`config.mk`:
```
export PLATFORM = sky130hd
export DESIGN_NAME = sync_updown_modulo_counter
export DESIGN_NICKNAME = d
export VERILOG_FILES = /design/src/rtl/sync_updown_modulo_counter.sv
export SDC_FILE = /design/constraint.sdc
export NUM_CORES = 1
export LEC_CHECK = 0
export BUFFER_PORTS_ARGS = -buffer_cell sky130_fd_sc_hd__buf_4
export CELL_PAD_IN_SITES_DETAIL_PLACEMENT = 1
export CELL_PAD_IN_SITES_GLOBAL_PLACEMENT = 1
export CORE_MARGIN = 2
export CORE_UTILIZATION = 35
export CTS_CLUSTER_SIZE = 30
export DETAILED_ROUTE_END_ITERATION = 6
export PLACE_DENSITY_LB_ADDON = 0.1
export SETUP_SLACK_MARGIN = 0.1
export SYNTH_ARGS = -nofsm -noshare
export SYNTH_HDL_FRONTEND = slang
export SYNTH_SLANG_ARGS = --single-unit
export TNS_END_PERCENT = 10
```
`constraint.sdc`:
```
create_clock -name clk -period 5.8 [get_ports clk]
set_input_delay 0 -clock clk [delete_from_list [all_inputs] [get_ports clk]]
set_output_delay 0 -clock clk [all_outputs]
set_load 0.05 [all_outputs]
```
`src/rtl/sync_updown_modulo_counter.sv`:
```
// Parametrised up/down modulo counter: runtime modulus, load, enable, wrap/saturate.
// Optional sticky boundary flag (ovf_sticky/ovf_clr) when UDC_OVF_STICKY_EN is defined.
module sync_updown_modulo_counter #(
  parameter int unsigned WIDTH    = 8,
  parameter bit          SATURATE = 1'b0,
  parameter int unsigned RST_VAL  = 0
) (
  input  logic             clk,
  input  logic             rst,
  input  logic             load_en,
  input  logic [WIDTH-1:0] data,
  input  logic             en,
  input  logic             up_down,
  input  logic [WIDTH-1:0] max_val,
`ifdef UDC_OVF_STICKY_EN
  input  logic             ovf_clr,
  output logic             ovf_sticky,
`endif
  output logic [WIDTH-1:0] q,
  output logic             tc,
  output logic             wrap
);

  localparam logic [WIDTH-1:0] RST_Q = WIDTH'(RST_VAL);

  logic [WIDTH-1:0] q_next;
  logic             wrap_next;

  // Limit comparisons happen before any +/-1, so the arithmetic never leaves WIDTH bits.
  always_comb begin
    // NOTE: defaults first so every path assigns q_next/wrap_next and no latch is inferred.
    q_next    = q;
    wrap_next = 1'b0;
    if (load_en) begin
      q_next = (data > max_val) ? max_val : data;
    end else if (en) begin
      if (up_down) begin
        if (q >= max_val) begin
          q_next    = SATURATE ? max_val : '0;
          wrap_next = 1'b1;
        end else begin
          q_next = q + 1'b1;
        end
      end else begin
        if (q > max_val) begin
          // Limit was lowered below the current count: pull back without flagging an event.
          q_next = max_val;
        end else if (q == '0) begin
          q_next    = SATURATE ? '0 : max_val;
          wrap_next = 1'b1;
        end else begin
          q_next = q - 1'b1;
        end
      end
    end
  end

  // NOTE: state registers use non-blocking assignments so all flops update together.
  always_ff @(posedge clk) begin
    if (rst) begin
      q    <= RST_Q;
      wrap <= 1'b0;
    end else begin
      q    <= q_next;
      wrap <= wrap_next;
    end
  end

`ifdef UDC_OVF_STICKY_EN
  // A boundary event on the same edge as a clear keeps the flag set.
  always_ff @(posedge clk) begin
    if (rst)            ovf_sticky <= 1'b0;
    else if (wrap_next) ovf_sticky <= 1'b1;
    else if (ovf_clr)   ovf_sticky <= 1'b0;
  end
`endif

  assign tc = up_down ? (q >= max_val) : (q == '0);

endmodule
```
==> Word-level counts from Yosys, hierarchy flattened <==
Index checks and enable logic that the tools add are counted.
{ "word_totals": {"regBits": 9, "latchBits": 0, "ram_bits": 0, "mem_bits_ro": 0, "inputBits": 21, "output_inout_bits": 10, "wordCells": 23, "n_memories": 0} }
{ "classes": {"add_sub_neg": 2, "n_mul": 0, "div_mod_pow": 0, "magnitude_cmp": 3, "eq_ne": 0, "shift": 0, "muxes": 12, "bitwise": 1, "n_reduce_logical": 3} }
{ "ops": {"columns": ["operator", "count"], "rows": [
  ["$mux W8", 7],
  ["$gt A8 B8 Y1", 2],
  ["$add A8 B1 Y8 const B", 1],
  ["$ge A8 B8 Y1", 1],
  ["$logic_not A8 Y1", 1],
  ["$sub A8 B1 Y8 const B", 1],
  ["$mux W1", 5],
  ["$reduce_or A3 Y1", 1],
  ["$reduce_bool A2 Y1", 1],
  ["$not A1 Y1", 1]
]} }

==> Longest topological paths before layout <==
Gate-level depths: netlist (run 1).
{ "logic_depth": {"depth_word": 6, "ltp_mapped": 10} }

==> Least setup slack after synthesis (run 1) <==
OpenSTA, ideal clock, no wires.
{ "synth_timing": {"kind": "flip-flop to flip-flop", "start": "register q[0]", "end": "register q[7]", "setup_ns": 0.095, "arrival_ns": 2.655, "required_ns": 5.705, "setup_slack_ns": 3.050, "stages_incl_launch_ff": 9, "n_path_buf": 0, "path_cell_list": "dfxtp_1 inv_1 ha_1 nand4_1 nor2_1 nor2_1 nor4_1 a221oi_1 a221oi_1"} }
{ "synth_via": {"elab_chain_len": 6, "word_cells_on_any_way": 11, "classes_between": "add/sub (2); order compare (2); mux (6); reduce/logical (1)"} }
{ "synth_rtl": {"columns": ["element", "line", "text"], "rows": [
  ["start: declaration", "19", "output logic [WIDTH-1:0] q,"],
  ["start signal: assignment", "64", "q <= q_next;"],
  ["$sub A8 B1 Y8 / $logic_not A8 Y1 (equally long branches)", "52, 48", null],
  ["$mux W8", "48", "end else if (q == '0) begin"],
  ["$mux W8", "45", "if (q > max_val) begin"],
  ["$mux W8 (*)", "37", "if (up_down) begin"],
  ["$mux W8 (*)", "36", "end else if (en) begin"],
  ["$mux W8 (*)", "34", "if (load_en) begin"]
]} }
Every way passes the cells marked *; elsewhere a longest branch is shown, timed or not. The select of a mux whose other input is x is not followed.
A chain may end at the register's enable or synchronous reset.

==> Worst setup path after layout (run 1) <==
{ "layout_timing": {"start": "register q[0]", "end": "register q[2]"} }
Same word-level chain as after synthesis.

==> results of run 1 <==
==> layer usage <==
layer | vias up | share of wire | track usage
met5 | - | 0 | 0
met2 | 26 | 0.50 | 0.3969
met4 | 0 | 0.010 | 0.03457
met3 | 4 | 0.034 | 0.04340
met1 | 702 | 0.46 | 0.2634
li1 | 720 | - | -
==> flip-flops by register name, summed over array words and instances (netlist names) <==
name,flops
q,8
wrap,1
==> stage by stage <==
| stage | util | total power (W) | setup WS, ps | cells | cell area, um^2 |
|---|---|---|---|---|---|
| after floorplan | - | 0.0002067 | 3050 | 174 | 1301 |
| after global placement | 0.4282 | 0.0002558 | 3153 | 245 | 1544 |
| final | 0.4434 | 0.0003356 | 2962 | 250 | 1599 |
| after global routing | 0.4434 | 0.0003577 | 2623 | 250 | 1599 |
| after CTS | 0.4434 | 0.0003375 | 2972 | 250 | 1599 |
| after detailed placement | 0.4282 | 0.0002604 | 2984 | 245 | 1544 |
==> layout make-up <==
class / instances / area (um^2) / share of cell area
multi-input cells: 145 / 1030 / 0.6440
well taps: 48 / 60.06 / 0.03756
flip-flops and latches: 9 / 180.2 / 0.1127
clock buffers: 4 / 45.04 / 0.02817
inverters: 13 / 48.80 / 0.03052
repair buffers: 31 / 235.2 / 0.1471
==> kinds of logic after synthesis <==
logic type,Yosys count,synth area share
adders and majority gates,19,0.1827
AOI/OAI and AO/OA,59,0.3096
DFF,9,0.1385
buffers and inverters,20,0.07019
and+or+nand+nor,55,0.2183
xor gates and xnor gates,12,0.08077
==> path summary, 6_finish.rpt <==
check / start / to / slack, ps / cells after the start
max reg2reg: q[0] / q[2] / 2960 / 8
max: q[0] / q[2] / 2960 / 8
min reg2reg: q[7] / q[7] / 690 / 2
min: max_val[3] / q[3] / 50 / 3
==> cells in the final DEF, fill, tap and decap left out, types with 2 or more instances in the layout <==
cell type,synthesis,layout
sky130_fd_sc_hd__inv_1,13,13
sky130_fd_sc_hd__nand2_1,13,13
sky130_fd_sc_hd__nand4_1,5,5
sky130_fd_sc_hd__nor2b_1,2,2
sky130_fd_sc_hd__buf_4,0,30
sky130_fd_sc_hd__or2_2,2,2
sky130_fd_sc_hd__ha_1,19,19
sky130_fd_sc_hd__a211oi_1,4,4
sky130_fd_sc_hd__xor2_1,10,10
sky130_fd_sc_hd__dfxtp_1,9,9
sky130_fd_sc_hd__nor4_1,3,3
sky130_fd_sc_hd__a211o_1,2,2
sky130_fd_sc_hd__nor2_1,12,12
sky130_fd_sc_hd__a21oi_1,21,21
sky130_fd_sc_hd__a221oi_1,11,11
sky130_fd_sc_hd__a311oi_1,2,2
sky130_fd_sc_hd__xnor2_1,2,2
sky130_fd_sc_hd__o21ai_0,9,9
sky130_fd_sc_hd__clkbuf_8,0,3
sky130_fd_sc_hd__nor3_1,7,7
sky130_fd_sc_hd__nand3_1,4,4
sky130_fd_sc_hd__o211ai_1,3,3
==> timing repair <==
| action | in CTS | in global routing |
|---|---|---|
| hold endpoints to repair | 2 | 0 |
| resized for setup | 0 | 0 |
| hold buffers | 1 | 0 |
==> power groups by stage <==
| stage | clock, W | combinational, W | sequential [W] |
|---|---|---|---|
| after global placement | 0 | 0.000169 | 0.0000871 |
| after floorplan | 0 | 0.000105 | 0.000102 |
| final | 0.0000751 | 0.000174 | 0.0000870 |
| after detailed placement | 0 | 0.000173 | 0.0000878 |
| after CTS | 0.0000770 | 0.000174 | 0.0000866 |
| after global routing | 0.0000775 | 0.000192 | 0.0000885 |
==> worst max-delay path, delay by kind of cell (launching register included) <==
| kind | cells | cell delay, ps |
|---|---|---|
| AND/OR/NAND/NOR | 4 | 1250 |
| AO/OA/AOI/OAI | 2 | 520 |
| buffers and inverters | 1 | 170 |
| flip-flops | 1 | 480 |
| adder cells (fa/ha/maj) | 1 | 310 |
==> metrics.log, run 1 <==
[metrics] Leakage Power: 0.6902 nW
[metrics] CP max stage delay: 770 ps
[metrics] clock root buffer: sky130_fd_sc_hd__clkbuf_8
[metrics] sequential area share after synthesis: 0.1385
[metrics] Fin Clk Skew: 1.557 ps
[metrics] classification of the worst-slack hold path: in2reg
[metrics] Num Clock Sinks: 9
[metrics] net count reported at finish: 243
[metrics] Cell Rows: 22
[metrics] Die X-Extent: 64.98 um
[metrics] DRC violation total after the first TritonRoute iteration: 59
[metrics] peak supply drop: 0.00008352 V
[metrics] required time worst endpoint: 5940 ps
[metrics] final-layout worst hold slack: 47.51 ps
[metrics] TritonCTS clock tree: yes
[metrics] first-pass GRT wire length: 7.155 mm
[metrics] most common flop cell mapped by yosys: sky130_fd_sc_hd__dfxtp_1
[metrics] clock insertion delay at the later pin of the skew report: 230 ps
[metrics] DRT Pass-1 Iters: 4
[metrics] largest fanout of any net on the critical path: 9
[metrics] cell taking the most area after synthesis: sky130_fd_sc_hd__ha_1
[metrics] number of setup violations in the final report: 0
[metrics] initial antenna violation count: 0
[metrics] number of enable-type register cells in the synthesized netlist: 0
[metrics] sequential share of power: 0.259
[metrics] area of the core region: 0.003606 mm^2
[metrics] maximum buffer depth of the clock tree: 2
[metrics] final wirelength: 4.314 mm
[metrics] Final ANT Viol Nets: 0
[metrics] count of pins over their slew limit: 0
[metrics] distinct cell type count of the synthesized netlist: 38
[metrics] ordered cell list for the critical path: inv_1 -> ha_1 -> nand4_1 -> nor2_1 -> nor2_1 -> nor4_1 -> a221oi_1 -> a221oi_1
[metrics] layout cells sized above 1: 0.1931
[metrics] mean post-synth cell area: 7.478 um^2
[metrics] number of global-route vias before repair: 1499
[metrics] routed length per placed instance: 17.26 um
[metrics] number of fill cells: 455
[metrics] net switching fraction of the power: 0.4471
[metrics] setup total negative slack: 0 ps
[metrics] total of max-cap violations: 0
[metrics] Global Route Usage Sum: 0.2169
[metrics] post-synthesis instance area: 0.001301 mm^2
[metrics] most frequent cell after synthesis: sky130_fd_sc_hd__a21oi_1
[metrics] category of the worst setup path capture point: register
[metrics] power density of the placed cells: 209.9 mW/mm^2
[metrics] Clock Power Share: 0.224
[metrics] most numerous cell types in the synthesized netlist: sky130_fd_sc_hd__a21oi_1, sky130_fd_sc_hd__ha_1, sky130_fd_sc_hd__inv_1, sky130_fd_sc_hd__nand2_1, sky130_fd_sc_hd__nor2_1
[metrics] count of warnings emitted by yosys: 0
[metrics] largest net degree at the start of global routing: 15
[metrics] Int Pwr: 0.0001856 W
[metrics] share of the synthesized area in the top cell type: 0.1827
[metrics] H-tree depth: 1
[metrics] setup repair after global routing missed its margin: no
[metrics] Routability Congestion: 0.9409
[metrics] cell types with the largest area share after synthesis: sky130_fd_sc_hd__ha_1, sky130_fd_sc_hd__dfxtp_1, sky130_fd_sc_hd__a21oi_1, sky130_fd_sc_hd__a221oi_1, sky130_fd_sc_hd__xor2_1
[metrics] Vias: 1452
[metrics] worst-margin pin slew: 918.7 ps
[metrics] via count normalized by instance count: 5.808
[metrics] TritonCTS buffer count: 3
[metrics] layout overhead on the synthesized area: 22.88%
[metrics] fmax: 352.3 MHz
[metrics] CP arrival: 2980 ps
[metrics] Final Cycle Share: 0.4893
[metrics] vertical die dimension: 64.98 um
[metrics] number of input and output port buffers inserted: 30
[metrics] cell with the largest stage delay on the worst path: sky130_fd_sc_hd__nor4_1
[metrics] net load switching power: 0.0001501 W
[metrics] clock slew at the register clock pins of the worst setup and hold paths: 50 ps
[metrics] status: finished clean
[metrics] number of hold violations in the final report: 0
[metrics] Initial Utilization: 0.3609
[metrics] number of diodes: 0
[metrics] part of the power in combinational logic: 0.517
[metrics] clock period minus worst slack: 2838 ps
[metrics] Setup Crit Path Kind: reg2reg
[metrics] detailed placer's ending HPWL: 3.555 mm
[metrics] max_slew headroom: 0.3819
[metrics] kind of start point of the critical path: register
[metrics] setup fix buffers added after clock tree synthesis: 0
[metrics] number of synthesized register bits: 9
[metrics] # DRC: 0
[metrics] die outline area: 0.004222 mm^2
[metrics] total overflow reported by the global router: 0
[metrics] share of flip-flops with an asynchronous set or reset after synthesis: 0
[metrics] synthesized instance count: 174
[metrics] post-synthesis net count: 214
[metrics] I/O pin count: 31
Power figures use the tool's default switching activity.
==> run 2, diff against run 1 <==
Clock period 5.8 ns to 2.84 ns, I/O delays scaled along.
==> run 2 against run 1 <==
Compared with the run above: routed wire length increased by 8.8%; sequential share of layout area decreased by 0.49 points; total power increased by 120%; clock-buffer cell count unchanged; register-to-register slack got worse by 2700 ps; global-route usage increased by 2.6 points; final area increased by 5.2%; sequential power increased by 75%; critical path depth decreased by 1; via count increased by 5.3%; cell count increased by 3.6%; core utilization increased by 2.3 points; critical path type unchanged; critical endpoint is now q[5].
==> metrics.log, run 2 (synthesized netlist as in run 1, its figures left out) <==
[metrics] status: finished clean
[metrics] fmax: 389.1 MHz (+10%)
[metrics] setup total negative slack: 0 ps (unchanged)
[metrics] power density of the placed cells: 429.5 mW/mm^2 (+100%)
[metrics] Die X-Extent: 64.98 um (unchanged)
[metrics] number of flip-flops in the largest register: 8 (unchanged)
[metrics] total overflow reported by the global router: 0 (unchanged)
[metrics] sequential share of power: 0.210 (-0.049)
[metrics] clock root buffer: sky130_fd_sc_hd__clkbuf_8
[metrics] Leakage Power: 0.7398 nW (+7.2%)
[metrics] Routability Congestion: 0.9450 (+0.44%)
[metrics] Cell Rows: 22 (unchanged)
[metrics] Final Cycle Share: 0.9050 (+0.4157)
[metrics] DRT Pass-1 Iters: 4 (unchanged)
[metrics] Vias: 1529 (+5.3%)
[metrics] net count reported at finish: 252 (+3.7%)
[metrics] I/O pin count: 31 (unchanged)
[metrics] setup repair after global routing missed its margin: no
[metrics] layout overhead on the synthesized area: 29.33%
[metrics] Top Registers: q x8, wrap x1
[metrics] CP arrival: 2680 ps (-300 ps)
[metrics] via count normalized by instance count: 5.903 (+1.6%)
[metrics] most used cells in the layout excluding fill and tap cells: sky130_fd_sc_hd__buf_4, sky130_fd_sc_hd__a21oi_1, sky130_fd_sc_hd__ha_1
[metrics] number of hold violations in the final report: 0 (unchanged)
[metrics] classification of the worst-slack hold path: in2reg
[metrics] number of input and output port buffers inserted: 30 (unchanged)
[metrics] clock period minus worst slack: 2570 ps (-267.9 ps)
[metrics] routed length per placed instance: 18.13 um (+5.0%)
[metrics] Final ANT Viol Nets: 0 (unchanged)
[metrics] count of pins over their slew limit: 0 (unchanged)
[metrics] kind of start point of the critical path: register
[metrics] Int Pwr: 0.0003995 W (+120%)
[metrics] Num Clock Sinks: 9 (unchanged)
[metrics] max_slew headroom: 0.5305 (+0.1485)
[metrics] Fin Clk Skew: 3.674 ps (+2.118 ps)
[metrics] clock slew at the register clock pins of the worst setup and hold paths: 50 ps (about the same)
[metrics] top register by number of flip-flops: q
[metrics] vertical die dimension: 64.98 um (unchanged)
[metrics] number of diodes: 0 (unchanged)
[metrics] final wirelength: 4.695 mm (+8.8%)
[metrics] TritonCTS buffer count: 3 (unchanged)
[metrics] worst reg-to-reg path cell count: 7 (-1)
[metrics] # DRC: 0 (unchanged)
[metrics] largest net degree at the start of global routing: 15 (unchanged)
[metrics] maximum buffer depth of the clock tree: 2 (unchanged)
[metrics] worst-margin pin slew: 700.1 ps (-218.6 ps)
[metrics] TritonCTS clock tree: yes
[metrics] area of the core region: 0.003606 mm^2 (unchanged)
[metrics] peak supply drop: 0.0001677 V (+100%)
[metrics] first-pass GRT wire length: 7.817 mm (+9.3%)
[metrics] Setup Crit Path Kind: reg2reg
[metrics] die outline area: 0.004222 mm^2 (unchanged)
[metrics] initial antenna violation count: 0 (unchanged)
[metrics] category of the worst setup path capture point: register
[metrics] Initial Utilization: 0.3609 (unchanged)
[metrics] detailed placer's ending HPWL: 3.700 mm (+4.1%)
[metrics] clock insertion delay at the later pin of the skew report: 240 ps (about the same)
[metrics] H-tree depth: 1 (unchanged)
[metrics] net load switching power: 0.0003234 W (+120%)
[metrics] layout cells sized above 1: 0.2370 (+0.04390)
[metrics] number of setup violations in the final report: 0 (unchanged)
[metrics] worst hold path stage count: 3 (unchanged)
[metrics] Global Route Usage Sum: 0.2427 (+0.02587)
[metrics] most common library cell in the layout ignoring fill and taps: sky130_fd_sc_hd__buf_4
[metrics] largest fanout of any net on the critical path: 9 (unchanged)
[metrics] part of the power in combinational logic: 0.570 (+0.053)
[metrics] total of max-cap violations: 0 (unchanged)
[metrics] DRC violation total after the first TritonRoute iteration: 98 (+66%)
[metrics] number of global-route vias before repair: 1584 (+5.7%)
[metrics] total power: 0.0007228 W (+120%)
[metrics] setup fix buffers added after clock tree synthesis: 0 (unchanged)
[metrics] net switching fraction of the power: 0.4473 (about the same)
[metrics] Clock Power Share: 0.220 (-0.004)
[metrics] required time worst endpoint: 2950 ps (-2990 ps)
run 2: what timing repair did:
action | CTS | global route
hold buffers | 1 | 0
gates resized for setup | 1 | 1
endpoints found under the hold margin | 2 | 0
pin swaps | 0 | 0
gates cloned | 0 | 0
endpoints found under the setup margin | 2 | 3
run 2: final timing paths:
check,startpoint,end,slack [ps]
worst max-delay path,q[3],q[5],270
worst min-delay path,max_val[2],q[2],40
worst min register to register,q[0],q[0],680
worst max register to register,q[3],q[5],270
run 2: layout make-up:
| cell class | instances | area, um^2 |
|---|---|---|
| fill | 463 | 1923 |
| multi-input combinational | 145 | 1045 |
| timing repair buffer | 40 | 302.8 |
| sequential | 9 | 181.4 |
| tap | 48 | 60.06 |
| inverter | 13 | 48.80 |
| clock buffer | 4 | 45.04 |
run 2: per-stage QoR:
| stage | area, um^2 | instances | utilization | setup slack, ps | hold slack (ps) |
|---|---|---|---|---|---|
| 2_1_floorplan | 1303 | 174 | - | 211.0 | 71.20 |
| 3_3_place_gp | 1613 | 254 | 0.4473 | 259.7 | 198.6 |
| 3_5_place_dp | 1613 | 254 | 0.4473 | 54.92 | 200.2 |
| 4_1_cts | 1674 | 259 | 0.4643 | 369.5 | 40.65 |
| 5_1_grt | 1683 | 259 | 0.4667 | 136.5 | 48.64 |
| 6_report | 1683 | 259 | 0.4667 | 269.7 | 36.25 |
run 2: critical path, cell delays in order (launching register included):
cell and delay (ps):
sky130_fd_sc_hd__dfxtp_1 320, sky130_fd_sc_hd__buf_4 180, sky130_fd_sc_hd__or2_4 260, sky130_fd_sc_hd__or4_4 430, sky130_fd_sc_hd__nor3b_1 590, sky130_fd_sc_hd__nor4_4 160, sky130_fd_sc_hd__a221oi_1 340, sky130_fd_sc_hd__a221oi_1 140
run 2: power by group through the flow:
stage	combinational [W]	clock, W	sequential (W)
floorplan	0.000214	0	0.000208
global placement	0.000391	0	0.000153
detailed placement	0.000401	0	0.000154
CTS	0.000406	0.000160	0.000151
global route	0.000450	0.000171	0.000154
finish	0.000412	0.000159	0.000152
run 2: per-layer routing:
layer | up-vias | track usage | wire length [um]
met1 | 756 | 0.3101 | 2125
met2 | 37 | 0.4253 | 2343
li1 | 729 | - | -
met3 | 7 | 0.02604 | 135
met4 | 0 | 0.07447 | 89
met5 | - | 0 | 0
